`src/rtl/temporal_pkg.sv`:
```
// temporal_pkg: shared gamma-cycle defaults, value type and spike window predicate
package temporal_pkg;
    localparam int GAMMA_CYCLE_WIDTH = 16;
    localparam int PULSE_WIDTH = 8;
    localparam int VALUE_WIDTH = $clog2(GAMMA_CYCLE_WIDTH);

    typedef logic [VALUE_WIDTH-1:0] gamma_t;

    // Truncated at gcw-2 so every line is low in the last count of the gamma cycle
    function automatic logic in_window(input int v, input int c,
                                       input int gcw = GAMMA_CYCLE_WIDTH,
                                       input int pw = PULSE_WIDTH);
        return v <= c && c < v + pw && c <= gcw - 2;
    endfunction
endpackage

```
`src/rtl/temporal_pulse_gen.sv`:
```
// temporal_pulse_gen: registered per-channel spike for the value/count seen next cycle
module temporal_pulse_gen
    import temporal_pkg::*;
#(
    parameter int GAMMA_CYCLE_WIDTH = temporal_pkg::GAMMA_CYCLE_WIDTH,
    parameter int PULSE_WIDTH = temporal_pkg::PULSE_WIDTH,
    parameter int VALUE_WIDTH = $clog2(GAMMA_CYCLE_WIDTH)
) (
    input  logic                   aclk,
    input  logic                   grst,
    input  logic [VALUE_WIDTH-1:0] value,
    input  logic                   enable,
    input  logic [VALUE_WIDTH-1:0] gamma_count,
    output logic                   spike
);
    always_ff @(posedge aclk or posedge grst)
        if (grst) spike <= 1'b0;
        else spike <= enable && in_window(int'(value), int'(gamma_count), GAMMA_CYCLE_WIDTH, PULSE_WIDTH);
endmodule

```
`src/rtl/bin_to_temporal_tx.sv`:
```
// bin_to_temporal_tx: double-buffered binary-to-race-logic spike transmitter
module bin_to_temporal_tx
    import temporal_pkg::*;
#(
    parameter int GAMMA_CYCLE_WIDTH = temporal_pkg::GAMMA_CYCLE_WIDTH,
    parameter int PULSE_WIDTH = temporal_pkg::PULSE_WIDTH,
    parameter int NUM_CHANNELS = 16,
    parameter int VALUE_WIDTH = $clog2(GAMMA_CYCLE_WIDTH)
) (
    input  logic                                    aclk,
    input  logic                                    grst,
    input  logic                                    in_valid,
    output logic                                    in_ready,
    input  logic [NUM_CHANNELS-1:0][VALUE_WIDTH-1:0] in_values,
    input  logic [NUM_CHANNELS-1:0]                 in_mask,
    output logic [VALUE_WIDTH-1:0]                  gamma_count,
    output logic                                    gamma_start,
    output logic [NUM_CHANNELS-1:0]                 spike_out,
    output logic                                    underrun,
    output logic                                    range_err
);
    localparam logic [VALUE_WIDTH-1:0] LAST = VALUE_WIDTH'(GAMMA_CYCLE_WIDTH - 1);

    logic [NUM_CHANNELS-1:0][VALUE_WIDTH-1:0] shadow_val, active_val, act_val_nx;
    logic [NUM_CHANNELS-1:0] shadow_mask, active_mask, act_mask_nx, bad;
    logic shadow_full, xfer, wrap;
    logic [VALUE_WIDTH-1:0] count_nx;

    assign in_ready = !shadow_full;
    assign xfer = in_valid && in_ready;
    assign wrap = gamma_count == LAST;
    assign gamma_start = gamma_count == '0;
    assign count_nx = wrap ? '0 : gamma_count + 1'b1;
    // On the swap edge an empty shadow lets a same-cycle transfer bypass straight in
    assign act_val_nx = !wrap ? active_val : shadow_full ? shadow_val : in_values;
    assign act_mask_nx = !wrap ? active_mask : shadow_full ? shadow_mask : xfer ? in_mask : '0;

    always_ff @(posedge aclk or posedge grst)
        if (grst) begin
            gamma_count <= '0;
            shadow_full <= 1'b0;
            shadow_val <= '0;
            shadow_mask <= '0;
            active_val <= '0;
            active_mask <= '0;
            underrun <= 1'b0;
            range_err <= 1'b0;
        end else begin
            gamma_count <= count_nx;
            shadow_full <= wrap ? 1'b0 : shadow_full | xfer;
            if (xfer && !wrap) begin
                shadow_val <= in_values;
                shadow_mask <= in_mask;
            end
            active_val <= act_val_nx;
            active_mask <= act_mask_nx;
            underrun <= wrap && !shadow_full && !xfer;
            range_err <= range_err | (|bad);
        end

    // Pulse generators see next-state bank and count so spike_out lines up with gamma_count
    for (genvar i = 0; i < NUM_CHANNELS; i++) begin : g_ch
        assign bad[i] = act_mask_nx[i] && act_val_nx[i] >= LAST;
        temporal_pulse_gen #(
            .GAMMA_CYCLE_WIDTH(GAMMA_CYCLE_WIDTH),
            .PULSE_WIDTH(PULSE_WIDTH),
            .VALUE_WIDTH(VALUE_WIDTH)
        ) u_pg (
            .aclk(aclk),
            .grst(grst),
            .value(act_val_nx[i]),
            .enable(act_mask_nx[i]),
            .gamma_count(count_nx),
            .spike(spike_out[i])
        );
    end
endmodule

```
`config.mk`:
```
export PLATFORM = sky130hd
export DESIGN_NAME = bin_to_temporal_tx
export DESIGN_NICKNAME = d
export VERILOG_FILES = /design/src/rtl/temporal_pkg.sv /design/src/rtl/temporal_pulse_gen.sv /design/src/rtl/bin_to_temporal_tx.sv
export SDC_FILE = /design/constraint.sdc
export NUM_CORES = 1
export LEC_CHECK = 0
export BUFFER_PORTS_ARGS = -buffer_cell sky130_fd_sc_hd__clkbuf_2
export CAP_MARGIN = 10
export CORE_ASPECT_RATIO = 0.8
export CORE_MARGIN = 2
export CORE_UTILIZATION = 40
export CTS_BUF_LIST = sky130_fd_sc_hd__clkbuf_16
export CTS_CLUSTER_SIZE = 14
export DETAILED_ROUTE_END_ITERATION = 12
export PLACE_DENSITY_LB_ADDON = 0.3
export SETUP_SLACK_MARGIN = 0.05
export SYNTH_ARGS = -nofsm -noshare
export SYNTH_HDL_FRONTEND = slang
export SYNTH_SLANG_ARGS = --single-unit
```
`constraint.sdc`:
```
create_clock -name aclk -period 7.6 [get_ports aclk]
set_clock_uncertainty 0.1 [all_clocks]
set_input_delay 0.38 -clock aclk [delete_from_list [all_inputs] [get_ports aclk]]
set_output_delay 0.38 -clock aclk [all_outputs]
set_load 0.05 [all_outputs]
```
Yosys cells after proc, flatten, opt, wreduce, memory -nomap -nowiden:

Cells that the tools add are included.

* muxes and demuxes: 7
* equality and inequality tests: 1
* reductions and logical operators: 73
* order comparisons: 49
* add/sub/neg operators: 17
* bitwise operators: 2

Operators with widths (number)
* $lt A5 B32 Y1: 16
* $mux W64: 2
* $add A4 B4 Y5 const B: 16
* $logic_and A1 B1 Y1: 68
* $ge A4 B4 Y1 const B: 16
* $le A4 B4 Y1: 16
* $mux W16: 3
* $reduce_or A16 Y1: 1
* $add A4 B1 Y4 const B: 1
* $eq A4 B4 Y1 const B: 1
* $le A4 B4 Y1 const B: 1
* $logic_not A4 Y1: 1
* $mux W4: 1
* $logic_not A1 Y1: 3
* $or A1 B1 Y1: 2
* $mux W1: 1

* logic and storage cells: 203
* register bits after elaboration: 183
* bits of input ports: 83
* output and inout bits: 24

Logic depth before layout (Yosys ltp):

Gate-level depths: netlist of the first run.

* word-level depth: 8
* gate-level depth with buffers: 14

By module:

A second synthesis of the first run with hierarchy kept.

* cells, all modules: 1103
* area total of the unflattened synthesis: 11363.4 um^2

Modules (own cells, without submodules)
* bin_to_temporal_tx: instances 1, area each 7479.7 um^2, cells each 607
* temporal_pulse_gen: instances 16, area each 242.7 um^2, cells each 31

Worst setup path after synthesis of the first run:

OpenSTA, ideal clock, no wires.

* path kind: register -> register
* start: register gamma_count[0]
* end: register g_ch[1].u_pg.spike
* slack: 4.079 ns
* stages on the path, launching flop included: 15
* buffers on the path: 3
* data required time: 7.423 ns
* setup time: 0.077 ns
* data arrival time: 3.344 ns
* cell sequence: dfrtp_1 > ha_1 > nand3_2 > buf_2 > clkbuf_1 > clkbuf_1 > nand2_1 > inv_1 > ha_1 > o21bai_1 > a21o_1 > a21oi_1 > a41o_1 > nand3_1 > a21oi_1

* cells in the longest elaborated chain, start to end: 7

Ends and longest elaborated chain
* start, declared: line bin_to_temporal_tx.sv:16 `output logic [VALUE_WIDTH-1:0] gamma_count,`
* start signal, assigned: line bin_to_temporal_tx.sv:49 `gamma_count <= count_nx;`
* $eq A4 B4 Y1: line bin_to_temporal_tx.sv:31 `assign wrap = gamma_count == LAST;`
* $mux W64: line bin_to_temporal_tx.sv:35 `assign act_val_nx = !wrap ? active_val : shadow_full ? shadow_val : in_values;`
* $add A4 B4 Y5: line temporal_pkg.sv:13 `return v <= c && c < v + pw && c <= gcw - 2;`
* $lt A5 B32 Y1: line temporal_pkg.sv:13
* $logic_and A1 B1 Y1 (2 in a row): line temporal_pkg.sv:13
* $logic_and A1 B1 Y1 *: line temporal_pulse_gen.sv:18 `else spike <= enable && in_window(int'(value), int'(gamma_count), GAMMA_CYCLE_WIDTH, PULSE_WIDTH);`
* end signal, assigned: line temporal_pulse_gen.sv:18
* end, declared: line temporal_pulse_gen.sv:14 `output logic spike`

Every way passes the cells marked *; elsewhere a longest branch is shown, timed or not.
A chain may end at the register's enable or synchronous reset.

==> results of run 1 <==
-- layout make-up --
type,count,area (um2)
clock buffers,17,425
clock inverters,15,153
fillers,2413,13700
inverters,58,225
multi-input cells,663,5160
flip-flops and latches,183,4580
well taps,324,405
repair buffers,115,598
-- sequential cells by signal, summed over array words and instances (netlist names) --
name and count:
shadow_val 64, gamma_count 4, active_mask 16, shadow_full 1, range_err 1, underrun 1, shadow_mask 16, g_ch.u_pg.spike 16
active_val 64
-- per-layer routing --
layer / GRT usage / share of wire / vias to the layer above
met5: 0 / 0 / -
met3: 0.0407 / 0.041 / 26
met4: 0.0508 / 0.013 / 0
met1: 0.281 / 0.51 / 3627
met2: 0.289 / 0.44 / 154
li1: - / - / 3613
-- cell families after synthesis --
group | share of synthesized area
AO/OA/AOI/OAI | 0.143
flip-flops | 0.446
AND/OR/NAND/NOR | 0.0711
multiplexers | 0.169
buffers and inverters | 0.0552
adder cells (fa/ha/maj) | 0.116
XOR/XNOR | 0.000853
-- report_power, final --
group | internal (mW) | switching [mW]
Sequential | 1.11 | 0.0632
Clock | 0.486 | 0.404
Combinational | 0.227 | 0.342
-- synthesized netlist by cell type (2+ instances only) --
cell / number / share of area
dfrtp_1: 183 / 0.45
mux2_2: 97 / 0.11
ha_1: 95 / 0.12
nor2_1: 91 / 0.033
o21ai_0: 77 / 0.038
a21oi_1: 72 / 0.035
mux2i_1: 64 / 0.062
inv_1: 55 / 0.020
nand2_1: 40 / 0.015
buf_4: 21 / 0.015
buf_2: 18 / 0.0088
clkbuf_1: 18 / 0.0066
a221oi_1: 17 / 0.014
o22ai_1: 16 / 0.0097
o21bai_1: 15 / 0.011
a211oi_1: 14 / 0.010
a32oi_1: 12 / 0.010
nand4_1: 12 / 0.0073
nand3_1: 5 / 0.0024
a21o_1: 3 / 0.0022
a41o_1: 3 / 0.0029
nor2b_1: 3 / 0.0018
nor3_1: 3 / 0.0015
a31oi_1: 2 / 0.0012
and3_1: 2 / 0.0012
buf_1: 2 / 0.00073
inv_2: 2 / 0.00073
nand4b_1: 2 / 0.0017
nor3b_1: 2 / 0.0015
o311ai_1: 2 / 0.0017
-- metrics by stage --
stage / cells / worst slack (ps)
5_1_grt: 1375 / 3550
6_report: 1375 / 3910
3_3_place_gp: 1343 / 4060
2_1_floorplan: 965 / 2150
3_5_place_dp: 1343 / 3940
4_1_cts: 1375 / 3920
-- path summary, 6_finish.rpt --
kind / from / to / slack [ps] / cells past startpoint
setup / recovery: gamma_count[0] / g_ch[6].u_pg.spike / 3910 / 12
hold / removal: grst / shadow_val[4] / -20 / 2
setup reg to reg: gamma_count[0] / g_ch[6].u_pg.spike / 3910 / 12
hold reg to reg: active_val[25] / active_val[25] / 380 / 2
max in group asynchronous: grst / shadow_full / 5890 / 3
min in group aclk: in_valid / underrun / 50 / 2
==> impl_metrics.csv, run 1 <==
group,metric,value,unit
run_status,status,"finished with violations",
run_status,violations,"negative hold slack",
sta,slew_headroom,0.227,
synthesis,synth_area,10300,um2
route,drt_iter0_drc,413,
synthesis,synth_ff_type,"dfrtp_1",
hold_path,min_path_type,"primary input to async pin",
pwr,power.density,228,nW/um2
route,routed_wl,24.9,mm
placed_design,dp_hpwl,16.5,mm
clocking,cts_resized,0,
clocking,ctsLongestPathBuffers,2,
sta,period_needed,3690,ps
die,initial_utilization,0.407,
cells_and_area,syn_to_final_growth,12.4,%
clocking,numCtsBuffers,17,
sta,drv_slew,0,
cells_and_area,postLayoutCoreUtil,0.458,
synthesis,yosys_register_bits,183,
clocking,postCtsSetupBuffers,0,
synthesis,syn_area_per_cell,10.6,um2
worst_setup_path,crit_path_end_kind,"flip-flop",
worst_setup_path,critPathLaunchType,"flip-flop",
placed_design,port_buffers,106,
synthesis,ys_warn_count,0,
synthesis,ys_seq_area_frac,0.446,
synthesis,synth_fp_nets,1143,
sta,setup-tns-final,0,ps
worst_setup_path,path_cells,"ha_1 -> nand3_4 -> buf_4 -> nor2_1 -> a21oi_1 -> inv_1 -> ha_1 -> o21ai_0 -> a21oi_1 -> o21ai_0 -> a32oi_1 -> a211oi_1",
placed_design,place_congestion,0.819,
placed_design,placed_area,11000,um2
cells_and_area,antenna_cells,0,
sta,hold_slack,-18.9,ps
grt,grt_max_degree,112,
pwr,peakVddDrop,0.000172,V
die,num_rows,52,
sta,worst_pin_slew,1160,ps
grt,antenna_found_initial,0,
die,die_area,27000,um2
route,vias_per_cell,5.40,
worst_setup_path,slowest_stage,"buf_4",
clocking,clk_latency,440,ps
route,vias,7420,
synthesis,synth_cell_types,47,
worst_setup_path,max_stage_delay,690,ps
sta,setup_violations,0,
cells_and_area,fin_area,11600,um2
clocking,hold_buffers,0,
route,postRouteAntennaNets,0,
worst_setup_path,cp_max_fo,80,
grt,grtUsageTotal,0.192,
route,drt_first_pass_iters,5,
route,drc,0,
grt,globalRouteOverflowTotal,0,
synthesis,synth_cells,965,
sta,max_freq,271,MHz
cells_and_area,drive_gt1_frac,0.243,
pwr,power,2.63,mW
worst_setup_path,crit_type,"flip-flop to flip-flop",
die,ios,107,
worst_setup_path,critPathArrivalTime,3900,ps
cells_and_area,finalNetCount,1216,
cells_and_area,final_common_cell,"dfrtp_1",
sta,post-route-period-util,0.486,
die,die_h,147,um
die,die_w,183,um
die,core-area,25200,um2
clocking,numClockSinks,183,
job,max_cap_violations,0,
synthesis,synth_edf_count,0,
synthesis,async_reset_ff_frac,1.00,
worst_setup_path,crit_required,7800,ps
pwr,leakage,5.49,nW
worst_setup_path,cp_top_family,"compound AO/OA/AOI/OAI gates",
clocking,clk_pin_slew_worst_paths,70,ps
clocking,cts_tree,"yes",
grt,grt_pass1_wl,40.3,mm
route,wire_per_inst,18.1,um
clocking,clock_tree.root_cell,"clkbuf_16",
clocking,h-tree-depth,4,
worst_setup_path,cp.buffers_inverters,2,
sta,finalHoldViolCount,10,
sta,rsz0062_at_grt,"no",
cells_and_area,most-common-layout-cells,"dfrtp_1, clkbuf_2, mux2_2",
grt,grt_pass1_vias,7525,
(Power assumes the default switching activity.)
==> inputs of run 2 (changes only) <==
==> constraint.sdc (replaced) <==
create_clock -name aclk -period 3.37 [get_ports aclk]
set_clock_uncertainty 0.1 [all_clocks]
set_input_delay 0.1685 -clock aclk [delete_from_list [all_inputs] [get_ports aclk]]
set_output_delay 0.1685 -clock aclk [all_outputs]
set_load 0.05 [all_outputs]
==> run 2 against run 1 <==
The run now ends clean; fmax grew 23%; non-clock buffer count increased by 103; core utilization is 4.1 points higher; critical path type unchanged.
==> impl_metrics.csv, run 2 (synthesis gave the netlist of run 1 again) <==
group,metric,value,unit
cells_and_area,most-common-layout-cells,"dfrtp_1, clkbuf_2, mux2_2",
worst_setup_path,crit_path_end_kind,"flip-flop",
route,dr_wl_met3,1.23,mm
worst_setup_path,timing.rr.end,"g_ch[2].u_pg.spike",
sta,setup_violations,0,
placed_design,pre_cts_ws,438,ps
grt,globalRouteOverflowTotal,0,
route,met2_wirelength,11.4,mm
grt,antenna_found_initial,1,
sta,setup_ws,366,ps
grt,grt_pass1_wl,41.4,mm
cells_and_area,finalNetCount,1319,
die,die_area,27000,um2
worst_setup_path,crit_type,"flip-flop to flip-flop",
cells_and_area,final_cells,1479,
sta,finalHoldViolCount,0,
route,routed_wl,25.9,mm
die,die_h,147,um
hold_path,min_path_type,"primary input to async pin",
cells_and_area,syn_to_final_growth,22.6,%
cells_and_area,num-fill-cells,2272,
clocking,postCtsSetupBuffers,0,
cells_and_area,final_common_cell,"dfrtp_1",
route,wl_met1,12.9,mm
sta,slew_headroom,0.457,
clocking,cts_tree,"yes",
worst_setup_path,r2r_slack,370,ps
grt,grtUsageTotal,0.199,
cells_and_area,reg_top3,"active_val: 64 flops, shadow_val: 64 flops",
worst_setup_path,path_cells,"ha_1 -> nand3_4 -> buf_4 -> o21ai_0 -> ha_1 -> o21ai_0 -> a21oi_1 -> o21ai_0 -> a32oi_1 -> nor2_1",
placed_design,port_buffers,106,
placed_design,place_congestion,0.855,
sta,drv_slew,0,
route,drt_iter0_drc,594,
sta,rsz0062_at_grt,"no",
die,core-area,25200,um2
worst_setup_path,critPathLaunchType,"flip-flop",
sta,period_needed,3000,ps
sta,setup-tns-final,0,ps
die,num_rows,52,
die,ios,107,
clocking,ctsLongestPathBuffers,2,
route,dr.max_layer_used,"met4",
clocking,clk_latency,450,ps
pwr,peakVddDrop,0.000380,V
grt,grt_max_degree,71,
route,wire_per_inst,17.5,um
worst_setup_path,slowest_stage,"o21ai_0",
die,initial_utilization,0.407,
route,postRouteAntennaNets,0,
cells_and_area,drive_gt1_frac,0.238,
worst_setup_path,cp.buffers_inverters,1,
placed_design,dp_hpwl,17.9,mm
job,max_cap_violations,0,
clocking,clk_pin_slew_worst_paths,70,ps
route,vias,7934,
route,drt_first_pass_iters,5,
route,vias_per_cell,5.36,
clocking,clock_tree.root_cell,"clkbuf_16",
clocking,numCtsBuffers,17,
pwr,power.density,476,nW/um2
worst_setup_path,critPathArrivalTime,3230,ps
sta,worst_pin_slew,813,ps
sta,max_freq,333,MHz
clocking,h-tree-depth,4,
route,drc,0,
worst_setup_path,max_stage_delay,480,ps
sta,post-route-period-util,0.891,
worst_setup_path,cp_top_family,"compound AO/OA/AOI/OAI gates",
grt,grt_pass1_vias,7768,
run_status,status,"finished, final reports clean",
worst_setup_path,reg2regPathDepth,10,
clocking,numClockSinks,183,
worst_setup_path,crit_top_cell,"o21ai_0",
worst_setup_path,rr_startpoint,"gamma_count[0]",
die,die_w,183,um
worst_setup_path,crit_required,3600,ps
placed_design,placed_cells,1364,
pwr,leakage,5.94,nW
worst_setup_path,cp_max_fo,25,
[run 2: how the worst max path moves through the flow]
stage                         from                  end  slack, ps  depth (start not counted)
floorplan           gamma_count[0]   g_ch[3].u_pg.spike        120                         13
detailed placement  gamma_count[0]   g_ch[3].u_pg.spike        440                         12
global placement       shadow_full  g_ch[12].u_pg.spike        490                         11
finish              gamma_count[0]   g_ch[2].u_pg.spike        370                         10
global route        gamma_count[0]   g_ch[3].u_pg.spike         60                         12
CTS                 gamma_count[0]   g_ch[7].u_pg.spike        410                         12
[run 2: worst min-delay path, stage by stage]
cell,delay [ps]
dlygate4sd3_1,530
clkbuf_2,120
clkinvlp_4,530
[run 2: layer usage]
layer / vias to the layer above / GRT usage
met3: 32 / 0.0364
met2: 190 / 0.308
li1: 3827 / -
met1: 3885 / 0.287
met5: - / 0
met4: 0 / 0.0520
[run 2: per-stage QoR]
step,power (mW),util,hold WS (ps),instance area (um2)
floorplan,3.66,-,139,10300
CTS,6.03,0.499,337,12600
detailed placement,3.99,0.444,248,11200
global route,6.31,0.499,379,12600
global placement,3.95,0.444,247,11200
finish,6.00,0.499,314,12600
[run 2: power breakdown]
part           internal (mW)  total, mW  switching [mW]
Combinational          0.586       1.39           0.804
Clock                   1.02       1.97           0.947
Sequential              2.50       2.64           0.138
[run 2: what timing repair did]
action,in CTS,in global routing
endpoints found under the hold margin,115,0
hold buffers,82,0
gates resized for setup,0,0
[run 2: area by class of cell]
| cell class | count | area, um2 | area share |
|---|---|---|---|
| Inverter | 58 | 221 | 0.0176 |
| Timing Repair Buffer | 218 | 1660 | 0.132 |
| Sequential cell | 183 | 4580 | 0.364 |
| Clock inverter | 15 | 130 | 0.0103 |
| Clock buffer | 17 | 425 | 0.0338 |
| Tap cell | 324 | 405 | 0.0322 |
| Multi-Input combinational cell | 663 | 5160 | 0.410 |
| Antenna cell | 1 | 2.50 | 0.000199 |
